### src/rtl/slc3_datapath_p_if.sv
// slc3_datapath_p_if
// Groups the SLC-3 datapath control inputs, memory read data and
// architectural outputs into one bundle.
//   master : control unit / bench side (drives loads, gates, mux selects, MDR_In)
//   slave  : datapath side (drives IR, PC, MAR, MDR, LED, NZP, BEN, bus_conflict)
// Parameters: DATA_W (bus width, >=16), LED_W (LED width, <=16).
interface slc3_datapath_p_if #(
    parameter int unsigned DATA_W = 16,
    parameter int unsigned LED_W  = 10
);
    // Register load enables
    logic              LD_REG;
    logic              LD_PC;
    logic              LD_MDR;
    logic              LD_MAR;
    logic              LD_IR;
    logic              LD_LED;
    logic              LD_CC;
    logic              LD_BEN;
    // Bus drive selects
    logic              GatePC;
    logic              GateMDR;
    logic              GateALU;
    logic              GateMARMUX;
    // Mux selects
    logic [1:0]        PCMUX;
    logic [1:0]        ADDR2MUX;
    logic [1:0]        ALUK;
    logic              DRMUX;
    logic              SR1MUX;
    logic              SR2MUX;
    logic              ADDR1MUX;
    // Memory side
    logic              MIO_EN;
    logic [DATA_W-1:0] MDR_In;
    // Architectural outputs
    logic [DATA_W-1:0] IR;
    logic [DATA_W-1:0] PC;
    logic [DATA_W-1:0] MAR;
    logic [DATA_W-1:0] MDR;
    logic [LED_W-1:0]  LED;
    logic [2:0]        NZP;
    logic              BEN;
    logic              bus_conflict;

    modport master (
        output LD_REG, LD_PC, LD_MDR, LD_MAR, LD_IR, LD_LED, LD_CC, LD_BEN,
        output GatePC, GateMDR, GateALU, GateMARMUX,
        output PCMUX, ADDR2MUX, ALUK, DRMUX, SR1MUX, SR2MUX, ADDR1MUX,
        output MIO_EN, MDR_In,
        input  IR, PC, MAR, MDR, LED, NZP, BEN, bus_conflict
    );

    modport slave (
        input  LD_REG, LD_PC, LD_MDR, LD_MAR, LD_IR, LD_LED, LD_CC, LD_BEN,
        input  GatePC, GateMDR, GateALU, GateMARMUX,
        input  PCMUX, ADDR2MUX, ALUK, DRMUX, SR1MUX, SR2MUX, ADDR1MUX,
        input  MIO_EN, MDR_In,
        output IR, PC, MAR, MDR, LED, NZP, BEN, bus_conflict
    );
endinterface

### src/rtl/slc3_datapath_p.sv
// slc3_datapath_p
// Parametrised SLC-3 datapath: 8-entry register file, 4-op ALU, address adder
// feeding MARMUX/PCMUX, NZP condition codes, BEN register and a prioritised
// internal bus (PC > MDR > ALU > MARMUX, zero when nothing is gated).
// Ports:
//   Clk   : system clock, rising edge
//   Reset : asynchronous active-high reset
//   dp    : slc3_datapath_p_if.slave (controls, MDR_In, architectural outputs)
// Parameters: DATA_W (>=16), LED_W (<=16), PC_RESET.
// Optional feature: define SLC3_BUS_CONFLICT_EN to build the sticky
// bus_conflict detector; otherwise bus_conflict is tied to 0.
module slc3_datapath_p #(
    parameter int unsigned       DATA_W   = 16,
    parameter int unsigned       LED_W    = 10,
    parameter logic [DATA_W-1:0] PC_RESET = '0
) (
    input logic                Clk,
    input logic                Reset,
    slc3_datapath_p_if.slave   dp
);

    logic [DATA_W-1:0] pc_q,  pc_d;
    logic [DATA_W-1:0] ir_q,  ir_d;
    logic [DATA_W-1:0] mar_q, mar_d;
    logic [DATA_W-1:0] mdr_q, mdr_d;
    logic [LED_W-1:0]  led_q, led_d;
    logic [2:0]        nzp_q, nzp_d;
    logic              ben_q, ben_d;
    logic [DATA_W-1:0] rf_q [8];

    logic [2:0]        dr_sel;
    logic [2:0]        sr1_sel;
    logic [2:0]        sr2_sel;
    logic [DATA_W-1:0] sr1_val;
    logic [DATA_W-1:0] alu_b;
    logic [DATA_W-1:0] alu_out;
    logic [DATA_W-1:0] addr1;
    logic [DATA_W-1:0] addr2;
    logic [DATA_W-1:0] addr_sum;
    logic [DATA_W-1:0] bus_w;

    // Opcode bits are decoded by the control unit, not here.
    logic unused_ir;
    assign unused_ir = ^ir_q[DATA_W-1:12];

    // Operand / destination selection; reads see pre-edge register contents.
    always_comb begin
        dr_sel  = dp.DRMUX  ? 3'd7       : ir_q[11:9];
        sr1_sel = dp.SR1MUX ? ir_q[8:6]  : ir_q[11:9];
        sr2_sel = ir_q[2:0];
        sr1_val = rf_q[sr1_sel];
        alu_b   = dp.SR2MUX ? {{(DATA_W-5){ir_q[4]}}, ir_q[4:0]} : rf_q[sr2_sel];
    end

    always_comb begin
        unique case (dp.ALUK)
            2'b00:   alu_out = sr1_val + alu_b;
            2'b01:   alu_out = sr1_val & alu_b;
            2'b10:   alu_out = ~sr1_val;
            default: alu_out = sr1_val;
        endcase
    end

    always_comb begin
        addr1 = dp.ADDR1MUX ? sr1_val : pc_q;
        unique case (dp.ADDR2MUX)
            2'b00:   addr2 = '0;
            2'b01:   addr2 = {{(DATA_W-6){ir_q[5]}},  ir_q[5:0]};
            2'b10:   addr2 = {{(DATA_W-9){ir_q[8]}},  ir_q[8:0]};
            default: addr2 = {{(DATA_W-11){ir_q[10]}}, ir_q[10:0]};
        endcase
        addr_sum = addr1 + addr2;
    end

    // Bus priority resolves multi-gate cycles deterministically.
    always_comb begin
        if (dp.GatePC) begin
            bus_w = pc_q;
        end else if (dp.GateMDR) begin
            bus_w = mdr_q;
        end else if (dp.GateALU) begin
            bus_w = alu_out;
        end else if (dp.GateMARMUX) begin
            bus_w = addr_sum;
        end else begin
            bus_w = '0;
        end
    end

    // Next-state for the architectural registers.
    always_comb begin
        pc_d = pc_q;
        if (dp.LD_PC) begin
            unique case (dp.PCMUX)
                2'b00:   pc_d = pc_q + DATA_W'(1);
                2'b01:   pc_d = bus_w;
                2'b10:   pc_d = addr_sum;
                default: pc_d = pc_q;
            endcase
        end

        ir_d  = dp.LD_IR  ? bus_w : ir_q;
        mar_d = dp.LD_MAR ? bus_w : mar_q;
        mdr_d = mdr_q;
        if (dp.LD_MDR) begin
            mdr_d = dp.MIO_EN ? dp.MDR_In : bus_w;
        end

        nzp_d = nzp_q;
        if (dp.LD_CC) begin
            if (bus_w[DATA_W-1]) begin
                nzp_d = 3'b100;
            end else if (bus_w == '0) begin
                nzp_d = 3'b010;
            end else begin
                nzp_d = 3'b001;
            end
        end

        // BEN samples the old NZP even when LD_CC fires in the same cycle.
        ben_d = dp.LD_BEN ? |(ir_q[11:9] & nzp_q) : ben_q;

        // LED is a one-cycle pulse of the IR low bits, cleared when not loaded.
        led_d = dp.LD_LED ? ir_q[LED_W-1:0] : '0;
    end

    always_ff @(posedge Clk or posedge Reset) begin
        if (Reset) begin
            pc_q  <= PC_RESET;
            ir_q  <= '0;
            mar_q <= '0;
            mdr_q <= '0;
            led_q <= '0;
            nzp_q <= 3'b000;
            ben_q <= 1'b0;
        end else begin
            pc_q  <= pc_d;
            ir_q  <= ir_d;
            mar_q <= mar_d;
            mdr_q <= mdr_d;
            led_q <= led_d;
            nzp_q <= nzp_d;
            ben_q <= ben_d;
        end
    end

    always_ff @(posedge Clk or posedge Reset) begin
        if (Reset) begin
            for (int i = 0; i < 8; i++) begin
                rf_q[i] <= '0;
            end
        end else if (dp.LD_REG) begin
            rf_q[dr_sel] <= bus_w;
        end
    end

`ifdef SLC3_BUS_CONFLICT_EN
    logic conflict_q;
    logic multi_gate;

    // True when any two gates are asserted together.
    assign multi_gate = (dp.GatePC  & (dp.GateMDR | dp.GateALU | dp.GateMARMUX)) |
                        (dp.GateMDR & (dp.GateALU | dp.GateMARMUX)) |
                        (dp.GateALU & dp.GateMARMUX);

    always_ff @(posedge Clk or posedge Reset) begin
        if (Reset) begin
            conflict_q <= 1'b0;
        end else if (multi_gate) begin
            conflict_q <= 1'b1;
        end
    end

    assign dp.bus_conflict = conflict_q;
`else
    assign dp.bus_conflict = 1'b0;
`endif

    assign dp.PC  = pc_q;
    assign dp.IR  = ir_q;
    assign dp.MAR = mar_q;
    assign dp.MDR = mdr_q;
    assign dp.LED = led_q;
    assign dp.NZP = nzp_q;
    assign dp.BEN = ben_q;

endmodule

### src/flat_wrapper.sv
// flat-port wrapper written by rule: the top's interface ports become plain ports
module slc3_datapath_p_flat 
#(
    parameter int unsigned       DATA_W   = 16,
    parameter int unsigned       LED_W    = 10,
    parameter logic [DATA_W-1:0] PC_RESET = '0
)
  (Clk, Reset, dp_LD_REG, dp_LD_PC, dp_LD_MDR, dp_LD_MAR, dp_LD_IR, dp_LD_LED, dp_LD_CC, dp_LD_BEN, dp_GatePC, dp_GateMDR, dp_GateALU, dp_GateMARMUX, dp_PCMUX, dp_ADDR2MUX, dp_ALUK, dp_DRMUX, dp_SR1MUX, dp_SR2MUX, dp_ADDR1MUX, dp_MIO_EN, dp_MDR_In, dp_IR, dp_PC, dp_MAR, dp_MDR, dp_LED, dp_NZP, dp_BEN, dp_bus_conflict);
  slc3_datapath_p_if #(.DATA_W(DATA_W), .LED_W(LED_W)) dp_i ();
  input logic Clk;
  input logic Reset;
  input wire logic [$bits(dp_i.LD_REG)-1:0] dp_LD_REG;
  input wire logic [$bits(dp_i.LD_PC)-1:0] dp_LD_PC;
  input wire logic [$bits(dp_i.LD_MDR)-1:0] dp_LD_MDR;
  input wire logic [$bits(dp_i.LD_MAR)-1:0] dp_LD_MAR;
  input wire logic [$bits(dp_i.LD_IR)-1:0] dp_LD_IR;
  input wire logic [$bits(dp_i.LD_LED)-1:0] dp_LD_LED;
  input wire logic [$bits(dp_i.LD_CC)-1:0] dp_LD_CC;
  input wire logic [$bits(dp_i.LD_BEN)-1:0] dp_LD_BEN;
  input wire logic [$bits(dp_i.GatePC)-1:0] dp_GatePC;
  input wire logic [$bits(dp_i.GateMDR)-1:0] dp_GateMDR;
  input wire logic [$bits(dp_i.GateALU)-1:0] dp_GateALU;
  input wire logic [$bits(dp_i.GateMARMUX)-1:0] dp_GateMARMUX;
  input wire logic [$bits(dp_i.PCMUX)-1:0] dp_PCMUX;
  input wire logic [$bits(dp_i.ADDR2MUX)-1:0] dp_ADDR2MUX;
  input wire logic [$bits(dp_i.ALUK)-1:0] dp_ALUK;
  input wire logic [$bits(dp_i.DRMUX)-1:0] dp_DRMUX;
  input wire logic [$bits(dp_i.SR1MUX)-1:0] dp_SR1MUX;
  input wire logic [$bits(dp_i.SR2MUX)-1:0] dp_SR2MUX;
  input wire logic [$bits(dp_i.ADDR1MUX)-1:0] dp_ADDR1MUX;
  input wire logic [$bits(dp_i.MIO_EN)-1:0] dp_MIO_EN;
  input wire logic [$bits(dp_i.MDR_In)-1:0] dp_MDR_In;
  output wire logic [$bits(dp_i.IR)-1:0] dp_IR;
  output wire logic [$bits(dp_i.PC)-1:0] dp_PC;
  output wire logic [$bits(dp_i.MAR)-1:0] dp_MAR;
  output wire logic [$bits(dp_i.MDR)-1:0] dp_MDR;
  output wire logic [$bits(dp_i.LED)-1:0] dp_LED;
  output wire logic [$bits(dp_i.NZP)-1:0] dp_NZP;
  output wire logic [$bits(dp_i.BEN)-1:0] dp_BEN;
  output wire logic [$bits(dp_i.bus_conflict)-1:0] dp_bus_conflict;
  assign dp_i.LD_REG = dp_LD_REG;
  assign dp_i.LD_PC = dp_LD_PC;
  assign dp_i.LD_MDR = dp_LD_MDR;
  assign dp_i.LD_MAR = dp_LD_MAR;
  assign dp_i.LD_IR = dp_LD_IR;
  assign dp_i.LD_LED = dp_LD_LED;
  assign dp_i.LD_CC = dp_LD_CC;
  assign dp_i.LD_BEN = dp_LD_BEN;
  assign dp_i.GatePC = dp_GatePC;
  assign dp_i.GateMDR = dp_GateMDR;
  assign dp_i.GateALU = dp_GateALU;
  assign dp_i.GateMARMUX = dp_GateMARMUX;
  assign dp_i.PCMUX = dp_PCMUX;
  assign dp_i.ADDR2MUX = dp_ADDR2MUX;
  assign dp_i.ALUK = dp_ALUK;
  assign dp_i.DRMUX = dp_DRMUX;
  assign dp_i.SR1MUX = dp_SR1MUX;
  assign dp_i.SR2MUX = dp_SR2MUX;
  assign dp_i.ADDR1MUX = dp_ADDR1MUX;
  assign dp_i.MIO_EN = dp_MIO_EN;
  assign dp_i.MDR_In = dp_MDR_In;
  assign dp_IR = dp_i.IR;
  assign dp_PC = dp_i.PC;
  assign dp_MAR = dp_i.MAR;
  assign dp_MDR = dp_i.MDR;
  assign dp_LED = dp_i.LED;
  assign dp_NZP = dp_i.NZP;
  assign dp_BEN = dp_i.BEN;
  assign dp_bus_conflict = dp_i.bus_conflict;
  slc3_datapath_p #(.DATA_W(DATA_W), .LED_W(LED_W), .PC_RESET(PC_RESET)) u_core (.Clk(Clk), .Reset(Reset), .dp(dp_i));
endmodule
### config.mk
export PLATFORM = sky130hd
export DESIGN_NAME = slc3_datapath_p_flat
export DESIGN_NICKNAME = d
export VERILOG_FILES = /design/src/rtl/slc3_datapath_p_if.sv /design/src/rtl/slc3_datapath_p.sv /design/src/flat_wrapper.sv
export SDC_FILE = /design/constraint.sdc
export NUM_CORES = 1
export LEC_CHECK = 0
export BUFFER_PORTS_ARGS = -buffer_cell sky130_fd_sc_hd__buf_2
export CELL_PAD_IN_SITES_DETAIL_PLACEMENT = 1
export CELL_PAD_IN_SITES_GLOBAL_PLACEMENT = 2
export CORE_UTILIZATION = 34
export DETAILED_ROUTE_END_ITERATION = 8
export PLACE_DENSITY = 0.87
export REMOVE_ABC_BUFFERS = 1
export SLEW_MARGIN = 15
export SYNTH_ARGS = -nofsm -noshare
export SYNTH_HDL_FRONTEND = slang
export SYNTH_SLANG_ARGS = --single-unit
### constraint.sdc
create_clock -name Clk -period 5.5 [get_ports Clk]
set_input_delay 0.275 -clock Clk [delete_from_list [all_inputs] [get_ports Clk]]
set_output_delay 0.275 -clock Clk [all_outputs]
set_load 0.05 [all_outputs]
==> flow_metrics.py <==
metrics = {
    "timing": {
        "layout_worst_path_cycle_share_pct": 94.13,
        "fin_ws_ns": 0.3226,
        "worst_pin_slew_ns": 1.058,
        "post-route-min-period_ns": 5.177,
        "clock-skew-final_ns": 0.01068,
        "fmax_ghz": 0.1931,
        "finalMaxSlewViolations": 0,
        "rsz0062_at_grt": "no",
        "slew_headroom_pct": 29.45,
        "finalHoldViolCount": 0,
        "finalSetupViolCount": 0,
    },
    "logic_synthesis": {
        "synth-seq-area-share_pct": 37.88,
        "ys_async_sr_fraction_pct": 100.0,
        "syn_inst": 1534,
        "syn_avg_cell_area_um2": 8.871,
        "synthTopCellsByArea": "dfrtp_1 (38%), a21oi_1 (7.2%), mux4_2 (6.3%)",
        "syn_area_um2": 13610,
        "synth_edf_count": 0,
        "ys_ff_latch": 206,
        "yosysTopAreaCellShare_pct": 37.88,
        "ys.flop_type": "dfrtp_1",
        "yosysTopAreaCell": "dfrtp_1",
        "yosysUniqueCellTypes": 82,
        "ys_warn_count": 0,
    },
    "worst_hold_path": {
        "hold_class": "input pin to register",
        "hold_start": "dp_MDR_In[8]",
        "hold_depth": 3,
        "holdPathEnd": "u_core.dp.MDR[8]$_DFFE_PP0P_",
    },
    "critical_path": {
        "reg2reg_from": "u_core.dp.IR[10]$_DFFE_PP0P_",
        "crit_path_end_kind": "register",
        "crit_type": "register to register",
        "worst_r2r_endpoint": "u_core.dp.NZP[1]$_DFFE_PP0P_",
        "reg2regPathDepth": 18,
        "crit_path_max_fanout": 10,
        "worstPathRequired_ns": 6.00,
        "crit_arrival_ns": 5.68,
        "r2r_setup_slack_ns": 0.32,
        "crit_path_start_kind": "register",
    },
    "power_and_ir_drop": {
        "pwr-share-comb_pct": 55.4,
        "p_leak_nw": 6.841,
        "sw_frac_of_total_pct": 47.32,
        "p_sw_mw": 4.759,
        "p_clk_share_pct": 17.1,
        "cellPowerDensity_nw_per_um2": 636.3,
        "intPower_mw": 5.298,
        "ir_drop_v": 0.0002600,
        "seq_power_share_pct": 27.5,
    },
    "run_status": {
        "outcome": "complete, no violations",
    },
    "placement": {
        "place_hpwl_mm": 37.52,
        "port_buffers": 118,
        "pre_cts_slack_ns": 0.3319,
        "place.gp.congestion": 0.9135,
    },
    "run": {
        "maxCapViolCount": 0,
    },
    "die": {
        "dieArea_um2": 40830,
        "fp.dieW_um": 202.1,
        "pin_count": 120,
        "die_y_um": 202.1,
        "initial_core_util_pct": 34.81,
        "rows": 72,
        "core-area_um2": 39100,
    },
    "clock_tree": {
        "clock_sinks": 206,
        "cts_tree": "yes",
        "cts-htree-levels": 1,
        "root_buffer": "clkbuf_16",
        "clock_latency_ns": 0.57,
        "clkTransAtPathRegs_ns": 0.06,
        "clock_path_buffers": 3,
        "numCtsBuffers": 25,
    },
    "final_layout": {
        "post-route-util_pct": 40.43,
        "syn_to_final_growth_pct": 16.15,
        "layout_common_cells": "dfrtp_1 (205), a21oi_1 (195), nand2_1 (162)",
        "layout_commonest_cell": "dfrtp_1",
        "diodes": 0,
        "fillCellCount": 4590,
        "drive_gt1_share_pct": 20.87,
        "layout.nets": 1714,
    },
    "global_routing": {
        "grt_use_total_pct": 25.24,
        "grt_pass1_vias": 13320,
        "gr-total-overflow": 0,
        "antenna_found_initial": 0,
        "grt_pass1_wl_mm": 79.61,
        "grt_start_max_net_pins": 80,
    },
    "detailed_routing": {
        "num_vias": 12619,
        "first_pass_iters": 5,
        "wl_mm": 51.30,
        "drt-vias-per-instance": 5.813,
        "wire_per_inst_um": 23.63,
        "drc": 0,
        "ant_nets": 0,
        "drtIter0Drc": 762,
    },
}
[sequential cells by signal, summed over array words and instances (netlist names)]
signal and cells:
u_core.dp.MDR 16, u_core.dp.LED 10, u_core.rf_q 128, u_core.dp.NZP 3
u_core.dp.PC 16, u_core.dp.MAR 16, u_core.dp.BEN 1, u_core.dp.IR 16
[routing by layer]
metal	GRT usage, %	vias up	routed length, um
met3	2.822	91	2228
li1	-	5774	-
met1	33.72	6401	23160
met2	41.73	353	24030
met4	9.984	0	1884
met5	0	-	0
[power groups by stage]
| stage | Sequential, mW | Clock (mW) | Combinational, mW |
|---|---|---|---|
| floorplan | 3.16 | 0 | 3.27 |
| global placement | 2.73 | 0 | 5.36 |
| detailed placement | 2.77 | 0 | 5.53 |
| CTS | 2.75 | 1.76 | 5.56 |
| global route | 2.85 | 1.80 | 6.05 |
| finish | 2.76 | 1.72 | 5.58 |
[critical path, stage by stage, from the launching register on]
cell	delay [ns]
dfrtp_1	0.51
mux2_2	0.44
mux2i_1	0.24
o22ai_1	0.11
a21oi_1	0.14
buf_4	0.17
a21oi_1	0.07
ha_1	0.29
fa_1	0.49
a211oi_2	0.29
nor2_1	0.10
a2111o_1	0.40
a31oi_1	0.21
xnor2_1	0.11
a21oi_1	0.15
a221oi_1	0.12
or4b_1	0.60
nor4_2	0.45
a32o_1	0.23
[cells by family (layout without fill, tap and decap cells)]
logic type / count (synthesis) / after routing / synth area share, %
simple gates: 445 / 445 / 14.69
flops: 206 / 206 / 37.88
fa+ha+maj: 37 / 37 / 3.512
xor+xnor: 29 / 29 / 1.866
other cells: 1 / 1 / 0.02756
buf+inv: 160 / 279 / 4.855
mux: 140 / 140 / 14.41
compound gates: 516 / 516 / 22.76
[synth_stat cells, types with 22 or more instances]
library cell,number
a21oi_1,195
ha_1,35
nand2_1,162
mux2_2,57
o21ai_0,148
dfrtp_1,206
clkbuf_1,84
nand3_1,22
nand2b_1,28
mux2i_1,44
inv_1,41
nor2_1,145
mux4_2,38
[worst max path at each step]
stage                                        end                         start  depth (start not counted)
finish              u_core.dp.NZP[1]$_DFFE_PP0P_  u_core.dp.IR[10]$_DFFE_PP0P_                         18
global route        u_core.dp.NZP[1]$_DFFE_PP0P_   u_core.dp.IR[0]$_DFFE_PP0P_                         15
CTS                 u_core.dp.NZP[1]$_DFFE_PP0P_  u_core.dp.IR[10]$_DFFE_PP0P_                         18
detailed placement  u_core.dp.NZP[1]$_DFFE_PP0P_                     dp_SR1MUX                         21
global placement    u_core.dp.NZP[1]$_DFFE_PP0P_                     dp_SR1MUX                         20
floorplan              u_core.dp.BEN$_DFFE_PP0P_                         Reset                          1
[metrics by stage]
stage | instance area, um2 | power [mW] | hold slack, ns | std cells | TNS, ns
floorplan | 13110 | 6.428 | 0.3597 | 1418 | -82.61
global placement | 14930 | 8.098 | 0.3887 | 2124 | 0
detailed placement | 14930 | 8.298 | 0.3953 | 2124 | 0
CTS | 15800 | 10.07 | 0.01006 | 2171 | 0
global route | 15810 | 10.70 | 0.03996 | 2171 | 0
finish | 15810 | 10.06 | 0.02733 | 2171 | 0
[area by class of cell]
class,instances,area (um2),area share (%)
inverter,44,172.7,1.092
sequential,206,5156,32.62
multi-input combinational,1168,7831,49.54
timing repair buffer,191,1159,7.330
clock inverter,8,112.6,0.7124
tap,518,648.1,4.100
clock buffer,36,726.9,4.599
[what timing repair did]
action / CTS / global route
resized for setup: 0 / 1
buffers inserted: 0 / 0
hold endpoints to repair: 79 / 0
endpoints found under the setup margin: 0 / 2
hold buffers: 3 / 0
No activity file was read; power rests on OpenSTA's default activity.
